$ cat src/rtl/fetch_controller_if.sv
// fetch_controller_if: bundles the redirect, instruction-memory and
// instruction-delivery signals of the fetch controller.
// master = fetch controller side, slave = surrounding core/memory side.
// The fetch_misaligned signal exists only when FETCH_MISALIGN_TRAP_EN is defined.
`ifndef DATA_WIDTH
`define DATA_WIDTH 32
`endif

interface fetch_controller_if;
    logic                     redirect_valid;
    logic [`DATA_WIDTH-1:0]   redirect_pc;
    logic                     imem_req;
    logic [`DATA_WIDTH-1:0]   imem_addr;
    logic                     imem_ack;
    logic [`DATA_WIDTH-1:0]   imem_rdata;
    logic                     instr_valid;
    logic                     instr_ready;
    logic [`DATA_WIDTH-1:0]   instr_out;
    logic [`DATA_WIDTH-1:0]   instr_pc;
`ifdef FETCH_MISALIGN_TRAP_EN
    logic                     fetch_misaligned;

    modport master (
        input  redirect_valid, redirect_pc, imem_ack, imem_rdata, instr_ready,
        output imem_req, imem_addr, instr_valid, instr_out, instr_pc, fetch_misaligned
    );
    modport slave (
        output redirect_valid, redirect_pc, imem_ack, imem_rdata, instr_ready,
        input  imem_req, imem_addr, instr_valid, instr_out, instr_pc, fetch_misaligned
    );
`else
    modport master (
        input  redirect_valid, redirect_pc, imem_ack, imem_rdata, instr_ready,
        output imem_req, imem_addr, instr_valid, instr_out, instr_pc
    );
    modport slave (
        output redirect_valid, redirect_pc, imem_ack, imem_rdata, instr_ready,
        input  imem_req, imem_addr, instr_valid, instr_out, instr_pc
    );
`endif
endinterface

$ cat src/rtl/fetch_controller.sv
// fetch_controller: single-outstanding-request instruction fetch unit.
// Issues one imem request at a time, holds the returned word until the
// downstream stage accepts it, and restarts at redirect targets.
// Optional feature macro: FETCH_MISALIGN_TRAP_EN (misaligned redirect
// target halts fetch and pulses fetch_misaligned). Without it, the low two
// bits of a redirect target are cleared when loaded.
`ifndef DATA_WIDTH
`define DATA_WIDTH 32
`endif

module fetch_controller #(
    parameter logic [`DATA_WIDTH-1:0] RESET_VECTOR = 32'h0000_0000
) (
    input  logic               clk,
    input  logic               rst_n,
    fetch_controller_if.master bus
);
    localparam int W = `DATA_WIDTH;

    localparam logic [1:0] ST_IDLE  = 2'b00;
    localparam logic [1:0] ST_REQ   = 2'b01;
    localparam logic [1:0] ST_HOLD  = 2'b10;
    localparam logic [1:0] ST_FLUSH = 2'b11;

    localparam logic [W-1:0] ALIGN_MASK = {{(W-2){1'b1}}, 2'b00};
    localparam logic [W-1:0] PC_STEP    = {{(W-3){1'b0}}, 3'b100};

    // Sequential successor; the add wraps modulo 2^W by construction.
    function automatic logic [W-1:0] seq_pc(input logic [W-1:0] pc);
        return pc + PC_STEP;
    endfunction

    // Word-align a redirect target.
    function automatic logic [W-1:0] align_pc(input logic [W-1:0] pc);
        return pc & ALIGN_MASK;
    endfunction

    logic [1:0]   state_r;
    logic [1:0]   state_nxt_s;
    logic [W-1:0] fetch_pc_r;
    logic [W-1:0] fetch_pc_nxt_s;
    logic [W-1:0] instr_out_r;
    logic [W-1:0] instr_out_nxt_s;
    logic [W-1:0] instr_pc_r;
    logic [W-1:0] instr_pc_nxt_s;
    logic         imem_req_r;
    logic [W-1:0] imem_addr_r;
    logic [W-1:0] imem_addr_nxt_s;
    logic         instr_valid_r;
    logic         halted_r;
    logic         halted_nxt_s;
    logic         redir_bad_s;

`ifdef FETCH_MISALIGN_TRAP_EN
    logic         misaligned_r;

    // A redirect to a non-word-aligned target is a trap, not a fetch target.
    always_comb begin
        redir_bad_s = bus.redirect_valid & (bus.redirect_pc[1:0] != 2'b00);
    end
`else
    // Without the trap feature every redirect is usable (low bits are cleared).
    always_comb begin
        redir_bad_s = 1'b0;
    end
`endif

    // Next-state, next-PC and capture logic; redirect outranks ack and transfer.
    always_comb begin
        state_nxt_s     = state_r;
        fetch_pc_nxt_s  = fetch_pc_r;
        instr_out_nxt_s = instr_out_r;
        instr_pc_nxt_s  = instr_pc_r;
        halted_nxt_s    = halted_r;
        if (redir_bad_s) begin
            state_nxt_s  = ST_IDLE;
            halted_nxt_s = 1'b1;
        end else if (bus.redirect_valid) begin
            fetch_pc_nxt_s = align_pc(bus.redirect_pc);
            halted_nxt_s   = 1'b0;
            case (state_r)
                ST_REQ, ST_FLUSH: begin
                    if (bus.imem_ack) begin
                        state_nxt_s = ST_REQ;
                    end else begin
                        state_nxt_s = ST_FLUSH;
                    end
                end
                default: state_nxt_s = ST_REQ;
            endcase
        end else begin
            case (state_r)
                ST_IDLE: begin
                    if (halted_r) begin
                        state_nxt_s = ST_IDLE;
                    end else begin
                        state_nxt_s = ST_REQ;
                    end
                end
                ST_REQ: begin
                    if (bus.imem_ack) begin
                        instr_out_nxt_s = bus.imem_rdata;
                        instr_pc_nxt_s  = fetch_pc_r;
                        state_nxt_s     = ST_HOLD;
                    end else begin
                        state_nxt_s = ST_REQ;
                    end
                end
                ST_HOLD: begin
                    if (bus.instr_ready) begin
                        fetch_pc_nxt_s = seq_pc(fetch_pc_r);
                        state_nxt_s    = ST_REQ;
                    end else begin
                        state_nxt_s = ST_HOLD;
                    end
                end
                ST_FLUSH: begin
                    if (bus.imem_ack) begin
                        state_nxt_s = ST_REQ;
                    end else begin
                        state_nxt_s = ST_FLUSH;
                    end
                end
                default: state_nxt_s = ST_IDLE;
            endcase
        end
    end

    // A fresh request presents the new fetch PC; a flush keeps the old address.
    always_comb begin
        if (state_nxt_s == ST_REQ) begin
            imem_addr_nxt_s = fetch_pc_nxt_s;
        end else begin
            imem_addr_nxt_s = imem_addr_r;
        end
    end

    // State and registered outputs; reset abandons any request in flight.
    always_ff @(posedge clk or negedge rst_n) begin
        if (!rst_n) begin
            state_r       <= ST_IDLE;
            fetch_pc_r    <= RESET_VECTOR;
            instr_out_r   <= {W{1'b0}};
            instr_pc_r    <= {W{1'b0}};
            imem_req_r    <= 1'b0;
            imem_addr_r   <= {W{1'b0}};
            instr_valid_r <= 1'b0;
            halted_r      <= 1'b0;
        end else begin
            state_r       <= state_nxt_s;
            fetch_pc_r    <= fetch_pc_nxt_s;
            instr_out_r   <= instr_out_nxt_s;
            instr_pc_r    <= instr_pc_nxt_s;
            imem_req_r    <= (state_nxt_s == ST_REQ) || (state_nxt_s == ST_FLUSH);
            imem_addr_r   <= imem_addr_nxt_s;
            instr_valid_r <= (state_nxt_s == ST_HOLD);
            halted_r      <= halted_nxt_s;
        end
    end

`ifdef FETCH_MISALIGN_TRAP_EN
    // One-cycle trap pulse following a misaligned redirect.
    always_ff @(posedge clk or negedge rst_n) begin
        if (!rst_n) begin
            misaligned_r <= 1'b0;
        end else begin
            misaligned_r <= redir_bad_s;
        end
    end

    assign bus.fetch_misaligned = misaligned_r;
`endif

    assign bus.imem_req    = imem_req_r;
    assign bus.imem_addr   = imem_addr_r;
    assign bus.instr_valid = instr_valid_r;
    assign bus.instr_out   = instr_out_r;
    assign bus.instr_pc    = instr_pc_r;

endmodule
$ cat src/flat_wrapper.sv
// flat-port wrapper written by rule: the top's interface ports become plain ports
module fetch_controller_flat 
#(
    parameter logic [`DATA_WIDTH-1:0] RESET_VECTOR = 32'h0000_0000
)
  (clk, rst_n, bus_redirect_valid, bus_redirect_pc, bus_imem_ack, bus_imem_rdata, bus_instr_ready, bus_imem_req, bus_imem_addr, bus_instr_valid, bus_instr_out, bus_instr_pc);
  fetch_controller_if bus_i ();
  input  logic clk;
  input  logic rst_n;
  input wire logic [$bits(bus_i.redirect_valid)-1:0] bus_redirect_valid;
  input wire logic [$bits(bus_i.redirect_pc)-1:0] bus_redirect_pc;
  input wire logic [$bits(bus_i.imem_ack)-1:0] bus_imem_ack;
  input wire logic [$bits(bus_i.imem_rdata)-1:0] bus_imem_rdata;
  input wire logic [$bits(bus_i.instr_ready)-1:0] bus_instr_ready;
  output wire logic [$bits(bus_i.imem_req)-1:0] bus_imem_req;
  output wire logic [$bits(bus_i.imem_addr)-1:0] bus_imem_addr;
  output wire logic [$bits(bus_i.instr_valid)-1:0] bus_instr_valid;
  output wire logic [$bits(bus_i.instr_out)-1:0] bus_instr_out;
  output wire logic [$bits(bus_i.instr_pc)-1:0] bus_instr_pc;
  assign bus_i.redirect_valid = bus_redirect_valid;
  assign bus_i.redirect_pc = bus_redirect_pc;
  assign bus_i.imem_ack = bus_imem_ack;
  assign bus_i.imem_rdata = bus_imem_rdata;
  assign bus_i.instr_ready = bus_instr_ready;
  assign bus_imem_req = bus_i.imem_req;
  assign bus_imem_addr = bus_i.imem_addr;
  assign bus_instr_valid = bus_i.instr_valid;
  assign bus_instr_out = bus_i.instr_out;
  assign bus_instr_pc = bus_i.instr_pc;
  fetch_controller #(.RESET_VECTOR(RESET_VECTOR)) u_core (.clk(clk), .rst_n(rst_n), .bus(bus_i));
endmodule
$ cat config.mk
export PLATFORM = sky130hd
export DESIGN_NAME = fetch_controller_flat
export DESIGN_NICKNAME = d
export VERILOG_FILES = /design/src/rtl/fetch_controller_if.sv /design/src/rtl/fetch_controller.sv /design/src/flat_wrapper.sv
export SDC_FILE = /design/constraint.sdc
export NUM_CORES = 1
export LEC_CHECK = 0
export ABC_AREA = 1
export BUFFER_PORTS_ARGS = -buffer_cell sky130_fd_sc_hd__buf_2
export CAP_MARGIN = 20
export CORE_ASPECT_RATIO = 0.7
export CORE_MARGIN = 2
export CORE_UTILIZATION = 35
export DETAILED_ROUTE_END_ITERATION = 10
export PLACE_DENSITY = 0.63
export SYNTH_ARGS = -nofsm -noshare
export SYNTH_HDL_FRONTEND = slang
export SYNTH_SLANG_ARGS = --single-unit
$ cat constraint.sdc
create_clock -name clk -period 2 [get_ports clk]
set_input_delay 0.2 -clock clk [delete_from_list [all_inputs] [get_ports clk]]
set_output_delay 0.2 -clock clk [all_outputs]
set_load 0.05 [all_outputs]
Yosys cells after proc, flatten, opt, wreduce, memory -nomap -nowiden
Cells that the tools add are included.
{"block": "totals", "regBits": 132, "in_bits": 69, "output_inout_bits": 98, "elab_cells": 28}
{"block": "classes", "n_addsub": 1, "eq_ne": 6, "n_mux": 9, "bitwise_logic": 1, "reduce_logical": 4}
{"cell": "$mux W32", "count": 3}
{"cell": "$add A32 B3 Y32 const B", "count": 1}
{"cell": "$mux W2", "count": 5}
{"cell": "$eq A2 B2 Y1 const B", "count": 4}
{"cell": "$pmux W2 S4", "count": 1}
{"cell": "$eq A2 B1 Y1 const B", "count": 2}
{"cell": "$reduce_and A3 Y1", "count": 1}
{"cell": "$logic_not A2 Y1", "count": 1}
{"cell": "$reduce_or A2 Y1", "count": 1}
{"cell": "$logic_or A1 B1 Y1", "count": 1}
{"cell": "$not A1 Y1", "count": 1}

Depth between registers and ports, before layout
{"block": "depth", "word_depth": 6, "mapped_depth": 11}

Worst setup path before layout
OpenSTA, ideal clock, no wires.
{"block": "synth_path", "path_kind": "reg-to-reg", "startpoint": "register u_core.state_r[0]", "endpoint": "register u_core.instr_pc_r[11] (netlist: u_core.bus.instr_pc[11])", "setup_ps": 125, "arrival_time_ps": 1346, "setup_slack_ps": 529, "stages_incl_launch_ff": 7, "path_buffers": 2, "path_cell_list": "dfrtp_1 -> inv_1 -> nor2_1 -> nand3_1 -> buf_2 -> buf_2 -> mux2_2"}
{"block": "synth_via", "elab_chain_len": 2}
{"item": "start, declared", "line": "fetch_controller.sv:38", "rtl": "logic [1:0] state_r;"}
{"item": "start signal, assigned", "line": "fetch_controller.sv:150", "rtl": "state_r <= state_nxt_s;"}
{"item": "$eq A2 B1 Y1", "line": "fetch_controller.sv:92", "rtl": "case (state_r)"}
{"item": "$reduce_and A3 Y1 (no line)"}
{"item": "end signal, assigned", "line": "fetch_controller.sv:144", "rtl": "instr_pc_r <= {W{1'b0}};"}
{"item": "end signal, assigned", "line": "fetch_controller.sv:153", "rtl": "instr_pc_r <= instr_pc_nxt_s;"}
{"item": "end, declared", "line": "fetch_controller.sv:44", "rtl": "logic [W-1:0] instr_pc_r;"}
Every way passes these cells.
A chain may end at the register's enable or synchronous reset.

Final worst setup path
{"block": "layout_path", "startpoint": "register u_core.fetch_pc_r[2]", "endpoint": "register u_core.imem_addr_r[20] (netlist: u_core.bus.imem_addr[20])"}
{"block": "layout_via", "elab_chain_len": 4}
{"item": "start, declared", "line": "fetch_controller.sv:40", "rtl": "logic [W-1:0] fetch_pc_r;"}
{"item": "start signal, assigned", "line": "fetch_controller.sv:151", "rtl": "fetch_pc_r <= fetch_pc_nxt_s;"}
{"item": "$add A32 B3 Y32", "line": "fetch_controller.sv:30", "rtl": "return pc + PC_STEP;"}
{"item": "$mux W32", "line": "fetch_controller.sv:110", "rtl": "if (bus.instr_ready) begin"}
{"item": "$mux W32", "line": "fetch_controller.sv:92"}
{"item": "$mux W32", "line": "fetch_controller.sv:78", "rtl": "end else if (bus.redirect_valid) begin"}
{"item": "end signal, assigned", "line": "fetch_controller.sv:146", "rtl": "imem_addr_r <= {W{1'b0}};"}
{"item": "end signal, assigned", "line": "fetch_controller.sv:155", "rtl": "imem_addr_r <= imem_addr_nxt_s;"}
{"item": "end, declared", "line": "fetch_controller.sv:47", "rtl": "logic [W-1:0] imem_addr_r;"}
Every way passes these cells.

==> impl_metrics.ini <==
[setup_path]
worstPathArrival_ps = 2080
startpoint = u_core.fetch_pc_r[2]
end_kind = flop
reg2reg_depth = 10
critPathMaxFanout = 4
reg2reg_to = u_core.bus.imem_addr[20]
crit_end = u_core.bus.imem_addr[20]
startpoint_type = flop
ff2ff_setup_slack_ps = 230
worstPathRequired_ps = 2300
r2r-start = u_core.fetch_pc_r[2]
critPathKind = flop to flop

[floorplanning]
die_area_sq_um = 18000
die_h_microns = 113
chipWidth_microns = 159
start_util = 0.360
row_count = 39
core_area_sq_um = 16400
io_pins = 167

[timing]
fmax_mhz = 564
finalHoldViolations = 0
setup_viol_count_final = 0
finalClockSkew_ps = 7.35
fin_tns_setup_ps = 0
min_period_over_period = 0.887
relSlewSlack = 0.689
tightest_slew_ps = 467
drv_slew = 0
finalCriticalPeriod_ps = 1770
rsz0062_at_grt = no
postLayoutSetupSlackWorst_ps = 227

[clock_network]
cts_tree = done
clock_latency_ps = 410
clk_pin_slew_ps = 60
htree_levels = 4
root_buffer = clkbuf_16
clock_sinks = 132
clockBufferDepth = 2
cts_made_buffers = 17

[grt]
met3_usage = 0.0612
met2_usage = 0.251
grt_pass1_vias = 4908
antenna_found_initial = 0
grt_pass1_wl_mm = 26.7
grt_max_degree = 47
use_met1 = 0.303
grt.total_usage = 0.191
gr-total-overflow = 0
grt.busiest_layer = met1

[run_status]
status = finished clean

[place]
dpl.hpwl_mm = 12.0
dp_slack_ps = 165
portBuffers = 164
place.gp.congestion = 0.873

[pwr]
power.leakage_nw = 3.93
power.density_nw_per_um2 = 1320
clockPowerShare = 0.329
p_int_mw = 6.17
peakVddDrop_v = 0.000654
sw_frac_of_total = 0.395
power_frac_seq = 0.346
power_frac_comb = 0.325
switchingPower_mw = 4.04

[logic_synthesis]
synth_sequential_area_ratio = 0.558
syn_area_per_cell_sq_um = 9.03
synth_warnings = 0
syn-instance-count = 655
synth_edf_count = 0
synth_cell_types = 35
synth_seq_cells = 132
netlist_area_sq_um = 5920
ys_async_sr_fraction = 1.00
synth_fp_nets = 725
ys.flop_type = dfrtp_1

[layout]
drive_above_1_share = 0.324
fin_nets = 896
area_growth_pct = 30.4
diodes = 0
fill_cells = 1599

[routing]
drtIter0Drc = 417
drc_errors = 0
vias_per_cell = 4.68
vias = 4979
ant_nets = 0
dr.pass1.iters = 4
wirelength_mm = 16.3
wl_per_cell_microns = 15.3

[flow_run]
max-cap-violations = 0

[worst_hold_path]
hold_path_class = primary input to flop
[what timing repair did]
item	in CTS	in global routing
hold endpoints to repair	45	3
setup endpoints to repair	0	6
hold buffers	2	3
gates resized for setup	0	2
buffers inserted	0	0
[cells by family (layout without fill, tap and decap cells)]
logic type / Yosys count / after routing / synth area share
and+or+nand+nor: 347 / 347 / 0.253
DFF: 132 / 132 / 0.558
buffers and inverters: 72 / 256 / 0.0525
AOI/OAI and AO/OA: 65 / 65 / 0.0635
muxes: 35 / 35 / 0.0666
xor gates and xnor gates: 3 / 3 / 0.00444
adders and majority gates: 1 / 1 / 0.00211
[power by group through the flow]
stage	registers, mW	logic, mW	clock network, mW
after global placement	3.55	3.31	0
after global routing	3.61	3.52	3.58
final	3.53	3.31	3.36
after CTS	3.53	3.34	3.42
after floorplan	5.26	0.709	0
after detailed placement	3.56	3.33	0
[registers in the layout, indices dropped and copies added, names as in the netlist]
register / count
u_core.bus.imem_addr: 32
u_core.bus.imem_req: 1
u_core.bus.instr_out: 32
u_core.bus.instr_pc: 32
u_core.bus.instr_valid: 1
u_core.fetch_pc_r: 32
u_core.state_r: 2
[cell usage after synthesis (8+ instances only)]
library cell / instances / share of area
nor2_1: 52 / 0.033
nand3_1: 54 / 0.046
clkbuf_1: 8 / 0.0051
mux2_2: 35 / 0.067
o21ai_0: 41 / 0.035
or2_2: 12 / 0.013
dfrtp_1: 132 / 0.56
buf_2: 13 / 0.011
a31oi_1: 10 / 0.011
inv_1: 43 / 0.027
nand2_1: 207 / 0.13
[critical path, cell delays in order (launching register included)]
cell     delay, ps
dfrtp_1        430
ha_1           260
nand2_1         80
nor2_2         210
inv_2           90
nor2_2         160
nand4_1         90
nand2_1        150
nand2_1         70
nand3_1         70
nand2_1         50
[cells in the final DEF (no fill, tap or decap), drive strengths merged]
cell,synthesis,layout
nand3,57,57
a211o,1,1
a21boi,8,8
a21oi,1,1
clkinv,1,5
o21ai,44,44
clkbuf,8,20
and2,5,5
dfrtp,132,132
inv,46,46
clkinvlp,0,4
o211ai,1,1
ha,1,1
dlygate4sd3,0,5
buf,17,172
bufinv,0,4
a31oi,10,10
nand4,3,3
nand3b,1,1
nand2,211,211
xor2,3,3
nor2,58,58
or2,12,12
mux2,35,35
[layer usage]
layer,routed length [microns],vias up
met2,6250,210
met3,1360,2
met4,26,0
li1,-,2456
met5,0,-
met1,8660,2311
[worst min path at each step]
stage	from	to	slack, ps	depth (start not counted)
final	bus_imem_rdata[10]	u_core.bus.instr_out[10]	20	2
after global routing	bus_imem_rdata[4]	u_core.bus.instr_out[4]	3	2
after CTS	bus_imem_rdata[3]	u_core.bus.instr_out[3]	2	2
after detailed placement	rst_n	u_core.bus.instr_out[22]	160	1
after global placement	rst_n	u_core.bus.instr_out[22]	160	1
after floorplan	rst_n	u_core.bus.imem_addr[0]	-100	0
[stage by stage]
| step | cells | area (sq um) | util | total power, mW | hold WS [ps] |
|---|---|---|---|---|---|
| 2_1_floorplan | 655 | 5920 | - | 5.97 | -95.6 |
| 3_3_place_gp | 1027 | 7010 | 0.427 | 6.85 | 162 |
| 3_5_place_dp | 1027 | 7010 | 0.427 | 6.90 | 163 |
| 4_1_cts | 1061 | 7680 | 0.467 | 10.3 | 1.88 |
| 5_1_grt | 1064 | 7710 | 0.469 | 10.7 | 2.81 |
| 6_report | 1064 | 7710 | 0.469 | 10.2 | 18.8 |
[area by class of cell]
class,instances,area (sq um),share of cell area
flip-flops and latches,132,3300,0.428
multi-input cells,451,2310,0.300
repair buffers,177,987,0.128
clock buffers,20,467,0.0605
well taps,225,282,0.0365
inverters,47,180,0.0234
clock inverters,12,178,0.0230
Power figures use the tool's default switching activity.
